<file path="src/rtl/nms_score_packer.sv">
// rtl/nms_score_packer.sv - FAST score packer: coordinate tagging, border mask, saturation, flush row
module nms_score_packer #(
    parameter int COL_NUM   = 640,
    parameter int ROW_NUM   = 480,
    parameter int FAST_SIZE = 7,
    parameter int SCORE_W   = 16
) (
    input  logic               clk,
    input  logic               rst_n,
    input  logic               ce,
    input  logic               frame_start,
    input  logic               score_vld,
    input  logic [SCORE_W-1:0] score_in,
    input  logic               iscorner_in,
    output logic [33:0]        data_out,
    output logic               out_vld,
    output logic               xy_coord_vld,
    output logic               score_eol,
    output logic               frame_done,
    output logic               frame_abort
);

    localparam int B = FAST_SIZE / 2;
    localparam logic [9:0] X_LAST  = 10'(COL_NUM - 1);
    localparam logic [9:0] Y_LAST  = 10'(ROW_NUM - 1);
    localparam logic [9:0] Y_FLUSH = 10'(ROW_NUM);
    localparam logic [9:0] X_LO    = 10'(B);
    localparam logic [9:0] X_HI    = 10'(COL_NUM - 1 - B);
    localparam logic [9:0] Y_LO    = 10'(B);
    localparam logic [9:0] Y_HI    = 10'(ROW_NUM - 1 - B);
    localparam logic [SCORE_W-1:0] SAT = SCORE_W'(13'h1FFF);

    typedef enum logic [1:0] {IDLE, RUN, FLUSH, DONE} state_t;

    state_t     state, state_nxt, base_state;
    logic [9:0] x_cnt, y_cnt, x_nxt, y_nxt, base_x, base_y;
    logic [9:0] wx, wy;
    logic       emit, abort_nxt, done_nxt;
    logic       in_region, corner;
    logic [12:0] score_sat;

    // State and coordinate counters; frozen whenever ce is low.
    always_ff @(posedge clk or negedge rst_n) begin
        if (!rst_n) begin
            state <= IDLE;
            x_cnt <= '0;
            y_cnt <= '0;
        end else if (ce) begin
            state <= state_nxt;
            x_cnt <= x_nxt;
            y_cnt <= y_nxt;
        end
    end

    // Next-state: frame_start restarts the frame first, so a same-cycle strobe becomes pixel (0,0).
    always_comb begin
        base_state = frame_start ? RUN : state;
        base_x     = frame_start ? 10'd0 : x_cnt;
        base_y     = frame_start ? 10'd0 : y_cnt;
        state_nxt  = base_state;
        x_nxt      = base_x;
        y_nxt      = base_y;
        wx         = base_x;
        wy         = base_y;
        emit       = 1'b0;
        done_nxt   = 1'b0;
        abort_nxt  = frame_start && (state != IDLE);
        case (base_state)
            IDLE: begin
            end
            RUN: begin
                if (score_vld) begin
                    emit = 1'b1;
                    if (base_x == X_LAST) begin
                        x_nxt = '0;
                        if (base_y == Y_LAST) begin
                            y_nxt     = Y_FLUSH;
                            state_nxt = FLUSH;
                        end else begin
                            y_nxt = base_y + 10'd1;
                        end
                    end else begin
                        x_nxt = base_x + 10'd1;
                    end
                end
            end
            FLUSH: begin
                emit = 1'b1;
                if (base_x == X_LAST) begin
                    x_nxt     = '0;
                    y_nxt     = '0;
                    state_nxt = DONE;
                end else begin
                    x_nxt = base_x + 10'd1;
                end
            end
            DONE: begin
                done_nxt  = 1'b1;
                state_nxt = IDLE;
            end
            default: state_nxt = IDLE;
        endcase
    end

    // Border mask and saturation; flush words fall outside the region (y=ROW_NUM) so they carry zeros.
    always_comb begin
        in_region = (wx >= X_LO) && (wx <= X_HI) && (wy >= Y_LO) && (wy <= Y_HI);
        corner    = iscorner_in && in_region && (base_state == RUN);
        score_sat = (score_in > SAT) ? 13'h1FFF : score_in[12:0];
        if (!corner) begin
            score_sat = '0;
        end
    end

    // Registered outputs; data_out holds its last word on cycles without a new one.
    always_ff @(posedge clk or negedge rst_n) begin
        if (!rst_n) begin
            data_out     <= '0;
            out_vld      <= 1'b0;
            xy_coord_vld <= 1'b0;
            score_eol    <= 1'b0;
            frame_done   <= 1'b0;
            frame_abort  <= 1'b0;
        end else if (ce) begin
            out_vld      <= emit;
            xy_coord_vld <= emit && in_region;
            score_eol    <= emit && (wx == X_LAST);
            frame_done   <= done_nxt;
            frame_abort  <= abort_nxt;
            if (emit) begin
                data_out <= {wx, wy, corner, score_sat};
            end
        end
    end

endmodule

</file>
<file path="config.mk">
export PLATFORM = sky130hd
export DESIGN_NAME = nms_score_packer
export DESIGN_NICKNAME = d
export VERILOG_FILES = /design/src/rtl/nms_score_packer.sv
export SDC_FILE = /design/constraint.sdc
export NUM_CORES = 1
export LEC_CHECK = 0
export ABC_AREA = 1
export BUFFER_PORTS_ARGS = -buffer_cell sky130_fd_sc_hd__buf_4
export CAP_MARGIN = 20
export CORE_ASPECT_RATIO = 0.7
export CORE_MARGIN = 2
export CORE_UTILIZATION = 45
export CTS_CLUSTER_DIAMETER = 60
export DETAILED_ROUTE_END_ITERATION = 10
export GPL_ROUTABILITY_DRIVEN = 0
export PLACE_DENSITY = 0.79
export SYNTH_ARGS = -nofsm -noshare
export SYNTH_HDL_FRONTEND = slang
export SYNTH_SLANG_ARGS = --single-unit
</file>
<file path="constraint.sdc">
create_clock -name clk -period 2.1 [get_ports clk]
set_input_delay 0.105 -clock clk [delete_from_list [all_inputs] [get_ports clk]]
set_output_delay 0.105 -clock clk [all_outputs]
set_load 0.01 [all_outputs]
</file>
==> out/results.ini, run 1 <==
[power_and_ir_drop]
combPwrFrac_pct=35.2
cellLeakagePower_nw=2.55
power.total_mw=4.78
clkPwrFrac_pct=28.9
swShare_pct=37.3
switching_power_mw=1.78
ir_drop_mv=0.383
powerDensity_mw_per_mm2=957
pwr-share-seq_pct=35.9
p_int_mw=3.00

[timing]
setup_viol=0
finalHoldViolations=0
fmax_mhz=483
holdWs_ps=67.7
period_share_pct=98.5
slew_violations=0
finalClockSkew_ps=10.2
max_slew_margin_pct=49.9
grt_setup_unrepaired=yes
tns_ps=0
tightest_slew_ps=752
finalCriticalPeriod_ps=2070

[drt]
wirelength_um=11100
via_count=4130
ant_nets=0
routed-wl-met3_um=1230
maxUsedRoutingLayer=met4
drc_errors=0
wl_met2_um=4580
dr.pass1.iters=5
vias_per_cell=5.45
wl_met1_um=5110
wire_per_inst_um=14.6
drt_iter0_drc=686

[final_layout]
antenna_cells=0
fillers=731
syn_to_final_growth_pct=28.5
layout_commonest_cell=nand2_1
finalNonFillerCells=758
multi_input_area_mm2=0.00207
drive_gt1_share_pct=24.3
final_util_pct=59.4
nets=678
sequential_cell_area_mm2=0.00153
mostFrequentLayoutCells=nand2_1 (199), buf_4 (96), dfrtp_1 (61)

[worst_setup_path]
crit_path_end_kind=flip-flop
start_kind=flip-flop
worst-path-max-fanout=19
critPathArrivalTime_ps=2320
worstPathRequired_ps=2350
worst-setup-path-type=flip-flop to flip-flop

[yosys]
ys.flop_type=dfrtp_1
synthCells=559
syn_area_mm2=0.00389
syn_nets=589
ys_ff_latch=61
syn_avg_cell_area_um2=6.95
synth_warnings=0
async_flop_share_pct=100
synth_edf_count=0
ys_seq_area_share_pct=39.3
synth_cell_types=35

[run]
max_cap_violations=0

[die]
die_area_mm2=0.00941
start_util_pct=46.2
fp.coreArea_mm2=0.00841
ios=61
std_cell_rows=28
chipWidth_um=115
die_h_um=81.8

[run_status]
status=completed

[clocking]
numCtsBuffers=9
root_buffer=clkbuf_16
clk_pin_slew_ps=60
clock_sinks=61
clk_latency_ps=340
clockBufferDepth=2
cts_tree=yes
htree_levels=3

[place]
portBuffers=60
dp_hpwl_um=7890
post-place-cells=734

[worst_hold_path]
hp-class=primary input to flip-flop

[global_routing]
grt_first_pass_wirelength_um=17500
grt_max_degree=62
grt_overflow=0
antenna_found_initial=0
first_global_vias=3685
track_usage_pct=23.9

==> metal layers <==
metal | up-vias | global-route usage, %
met4 | 0 | 8.31
li1 | 1967 | -
met5 | - | 0
met1 | 1891 | 33.7
met3 | 32 | 7.08
met2 | 240 | 34.9
==> synthesized netlist by cell type (6+ instances only) <==
cell,number,area share [%]
nor3_1,6,0.77
nor2_1,40,3.9
nor2_4,7,2.0
inv_1,53,5.1
dfrtp_1,61,39
o21ai_1,6,0.77
nand2_1,200,19
o21ai_0,36,4.6
ha_1,8,2.6
nand4_1,7,1.1
a21oi_1,33,4.2
clkbuf_1,12,1.2
nand3_1,47,6.1
nor2_2,6,0.97
==> timing repair <==
item / 4_1_cts / 5_1_grt
resized for setup: 2 / 19
hold endpoints to repair: 61 / 0
buffers inserted: 2 / 4
gates cloned: 0 / 1
endpoints found under the setup margin: 14 / 44
pin swaps: 1 / 11
hold buffers: 1 / 0
==> power groups by stage <==
| stage | logic (mW) | registers [mW] | clock network, mW |
|---|---|---|---|
| floorplan | 0.819 | 1.78 | 0 |
| CTS | 1.61 | 1.71 | 1.40 |
| global placement | 1.55 | 1.72 | 0 |
| detailed placement | 1.59 | 1.73 | 0 |
| finish | 1.68 | 1.72 | 1.38 |
| global route | 1.86 | 1.75 | 1.46 |
==> cell families after synthesis <==
| logic type | count (synthesis) | share of synthesized area (%) |
|---|---|---|
| compound gates | 84 | 11.6 |
| xor+xnor | 1 | 0.225 |
| fa+ha+maj | 8 | 2.58 |
| buf+inv | 81 | 9.37 |
| flops | 61 | 39.3 |
| simple gates | 324 | 37.0 |
==> worst paths after layout <==
| path | start | to | slack [ps] | cells past startpoint |
|---|---|---|---|---|
| min reg2reg | data_out[11]$_DFFE_PN0P_ | data_out[11]$_DFFE_PN0P_ | 480 | 2 |
| max | state[1]$_DFFE_PN0P_ | x_cnt[6]$_DFFE_PN0P_ | 30 | 10 |
| min | score_in[1] | data_out[1]$_DFFE_PN0P_ | 70 | 5 |
| max in group asynchronous | rst_n | y_cnt[1]$_DFFE_PN0P_ | 1220 | 2 |
| max reg2reg | state[1]$_DFFE_PN0P_ | x_cnt[6]$_DFFE_PN0P_ | 30 | 10 |
| min in group asynchronous | rst_n | data_out[24]$_DFFE_PN0P_ | 380 | 2 |
==> worst max-delay path, stage by stage (launching register included) <==
cell and delay, ps:
dfrtp_1 350, inv_1 70, nor2_4 150, inv_2 70
ha_4 280, buf_4 240, inv_2 70, buf_4 160
a21oi_1 270, o311ai_0 190, o21ai_0 120
==> flip-flops by register name, indices dropped and copies added (netlist names) <==
signal        cells
frame_abort       1
xy_coord_vld      1
state             2
y_cnt            10
frame_done        1
data_out         34
x_cnt            10
out_vld           1
score_eol         1
==> stage by stage <==
step	instance area (µm²)	setup WS, ps
2_1_floorplan	3890	116
3_3_place_gp	4570	31.9
3_5_place_dp	4570	-28.7
4_1_cts	4880	24.3
5_1_grt	4990	-40.9
6_report	4990	30.9
==> layout make-up <==
cell class	count	area share, %
Multi-Input combinational cell	417	41.4
Sequential cell	61	30.6
Timing Repair Buffer	100	15.3
Inverter	59	4.58
Clock buffer	9	4.51
Tap cell	105	2.63
Clock inverter	7	1.03
Power figures use the tool's default switching activity.
==> run 2, diff against run 1 <==
CTS_BUF_LIST = sky130_fd_sc_hd__clkbuf_8   (was default)
PLACE_DENSITY = 0.77   (was 0.79)
SLEW_MARGIN = 40   (was default)
clock period = 2.39 ns   (was 2.1 ns; I/O delays follow)
==> run 2 against run 1 <==
  * Cell count is 3.6% lower
  * Non-clock buffer count is 27 lower
  * Combinational power is 18% lower
  * Count of clock-buffer cells in the layout stayed put
  * Core utilization is 4.4 points lower
  * Clock skew is 1.4 ps lower
  * Worst hold slack better by 0.90 ps
  * Sequential share of layout area is 2.4 points higher
  * Die area stayed put
  * Total power is 22% lower
  * Critical path type unchanged
  * Sequential cell count stayed put
  * Critical endpoint is now y_cnt[5]$_DFFE_PN0P_
==> out/results.ini, run 2 (same netlist as run 1, synthesis figures left out) <==
[timing]
layout_setup_ws_ps=146  ; was 30.9 ps
tightest_slew_ps=567  ; was 752 ps
finalClockSkew_ps=8.83  ; was 10.2 ps
grt_setup_unrepaired=no  ; was yes
max_slew_margin_pct=61.9  ; was 49.9%
tns_ps=0  ; unchanged
fmax_mhz=446  ; was 483 MHz
setup_viol=0  ; unchanged
finalCriticalPeriod_ps=2240  ; was 2070 ps
slew_violations=0  ; unchanged
period_share_pct=93.9  ; was 98.5%
finalHoldViolations=0  ; unchanged

[worst_setup_path]
worst-setup-path-type=flip-flop to flip-flop  ; unchanged
cpMaxStageDelayCell=dfrtp_1  ; unchanged
rrSetupSlack_ps=150  ; was 30 ps
start_kind=flip-flop  ; unchanged
worst_path_largest_cell_delay_ps=360  ; was 350 ps
cp_num_cells=13  ; was 10
cp_top_family=simple AND/OR/NAND/NOR gates  ; was buffers and inverters
worstPathRequired_ps=2680  ; was 2350 ps
cp-endpoint=y_cnt[5]$_DFFE_PN0P_  ; was x_cnt[6]$_DFFE_PN0P_
reg2reg_to=y_cnt[5]$_DFFE_PN0P_  ; was x_cnt[6]$_DFFE_PN0P_
crit_path_end_kind=flip-flop  ; unchanged
crit_top_cell=nand2_1
critPathArrivalTime_ps=2540  ; was 2320 ps
r2r-start=x_cnt[0]$_DFFE_PN0P_  ; was state[1]$_DFFE_PN0P_
critPathLaunch=x_cnt[0]$_DFFE_PN0P_  ; was state[1]$_DFFE_PN0P_
worst-path-max-fanout=5  ; was 19
path_buf_inv=2  ; was 5
cp_cell_sequence=inv_1 > nor2_1 > ha_1 > inv_1 > nor2_1 > nand2_1 > nor2_1 > nand2_1 > nand3_1 > nand2_1 > nand2_1 > nand2_1 > nand2_1  ; was inv_1 > nor2_4 > inv_2 > ha_4 > buf_4 > inv_2 > buf_4 > a21oi_1 > o311ai_0 > o21ai_0
reg2reg_depth=13  ; was 10

[drt]
wire_per_inst_um=14.9  ; was 14.6 µm
wirelength_um=10900  ; was 11100 µm
dr.pass1.iters=6  ; was 5
via_count=3881  ; was 4130
drt_iter0_drc=408  ; was 686
drc_errors=0  ; unchanged
ant_nets=0  ; unchanged
vias_per_cell=5.31  ; was 5.45

[global_routing]
antenna_found_initial=0  ; unchanged
grt_first_pass_wirelength_um=17700  ; was 17500 µm
grt_max_degree=62  ; unchanged
grt_overflow=0  ; unchanged
track_usage_pct=24.5  ; was 23.9%
first_global_vias=3634  ; was 3685

[worst_hold_path]
hold_depth=5  ; unchanged
hp-class=primary input to flip-flop  ; unchanged

[place]
dpl_cell_area_mm2=0.00442  ; was 0.00457 mm²
dp_hpwl_um=7790  ; was 7890 µm
portBuffers=60  ; unchanged
post-place-ws_ps=119  ; was -28.7 ps

[final_layout]
mostFrequentLayoutCells=nand2_1 (200), buf_4 (70), dfrtp_1 (61)  ; was nand2_1 (199), buf_4 (96), dfrtp_1 (61)
finalInstanceArea_mm2=0.00463  ; was 0.00499 mm²
antenna_cells=0  ; unchanged
drive_gt1_share_pct=19.2  ; was 24.3%
largest_reg_flops=34  ; unchanged
top_regs=data_out x34, x_cnt x10, y_cnt x10  ; unchanged
layout_commonest_cell=nand2_1  ; unchanged
syn_to_final_growth_pct=19.1  ; was 28.5%
nets=651  ; was 678
regMostFlops=data_out  ; unchanged

[run_status]
status=completed  ; unchanged

[clocking]
clk_pin_slew_ps=80  ; was 60 ps
cts_tree=yes  ; unchanged
root_buffer=clkbuf_8  ; was clkbuf_16
clk_latency_ps=360  ; was 340 ps
clock_sinks=61  ; unchanged
clockBufferDepth=2  ; unchanged
numCtsBuffers=9  ; unchanged
htree_levels=3  ; unchanged

[die]
die_area_mm2=0.00941  ; unchanged
fp.coreArea_mm2=0.00841  ; unchanged
chipWidth_um=115  ; unchanged
std_cell_rows=28  ; unchanged
start_util_pct=46.2  ; unchanged
ios=61  ; unchanged
die_h_um=81.8  ; unchanged

[run]
max_cap_violations=0  ; unchanged

[power_and_ir_drop]
ir_drop_mv=0.323  ; was 0.383 mV
cellLeakagePower_nw=2.38  ; was 2.55 nW
powerDensity_mw_per_mm2=804  ; was 957 mW/mm²

==> run 2: changes by cell type in the layout (fill, tap and decap cells not counted), moves of 3 or more <==
cell / change
clkbuf_8: +9
nand3_1: +3
nand3_2: -3
nor2_1: +3
clkbuf_16: -9
buf_4: -26
nor2_4: -3
==> run 2: worst reg2reg max path: stages (launching register included) <==
cell and delay (ps):
dfrtp_1 360, inv_1 70, nor2_1 150, ha_1 270, inv_1 130, nor2_1 310
nand2_1 150, nor2_1 260, nand2_1 160, nand3_1 110, nand2_1 50, nand2_1 60
nand2_1 50, nand2_1 50
==> run 2: metal layers <==
metal	wire length [µm]	vias up	global-route usage, %
met4	84	0	5.78
met5	0	-	0
met2	4490	201	34.9
met3	1130	11	7.82
li1	-	1915	-
met1	5170	1754	35.9
==> run 2: timing repair <==
action / in CTS / in global routing
buffers inserted: 0 / 1
hold endpoints to repair: 61 / 0
hold buffers: 1 / 0
setup endpoints to repair: 0 / 16
gates resized for setup: 0 / 1
==> run 2: how the worst min path moves through the flow <==
stage / slack, ps / start / endpoint
5_1_grt: 70 / score_in[12] / data_out[12]$_DFFE_PN0P_
4_1_cts: 60 / score_in[11] / data_out[11]$_DFFE_PN0P_
2_1_floorplan: -180 / rst_n / data_out[0]$_DFFE_PN0P_
3_3_place_gp: 240 / rst_n / data_out[9]$_DFFE_PN0P_
3_5_place_dp: 250 / rst_n / data_out[9]$_DFFE_PN0P_
6_report: 70 / score_in[11] / data_out[11]$_DFFE_PN0P_
==> run 2: power breakdown <==
| part | total [mW] | internal (mW) | switching, mW |
|---|---|---|---|
| registers | 1.51 | 1.30 | 0.210 |
| clock network | 0.839 | 0.378 | 0.460 |
| logic | 1.37 | 0.559 | 0.813 |
| total | 3.72 | 2.24 | 1.48 |
==> run 2: layout make-up <==
cell class	count	area, µm²
fillers	804	3780
flip-flops and latches	61	1530
clock buffers	9	124
clock inverters	7	52.6
inverters	59	229
multi-input cells	417	2000
repair buffers	73	567
well taps	105	131
==> run 2: stage by stage <==
step           total power [mW]  hold WS, ps  cells  utilization [%]
2_1_floorplan              2.29         -176    559                -
4_1_cts                    3.72         61.2    730             54.7
6_report                   3.72         68.6    731             55.0
3_5_place_dp               2.87          249    713             52.5
3_3_place_gp               2.82          239    713             52.5
5_1_grt                    3.99         72.6    731             55.0
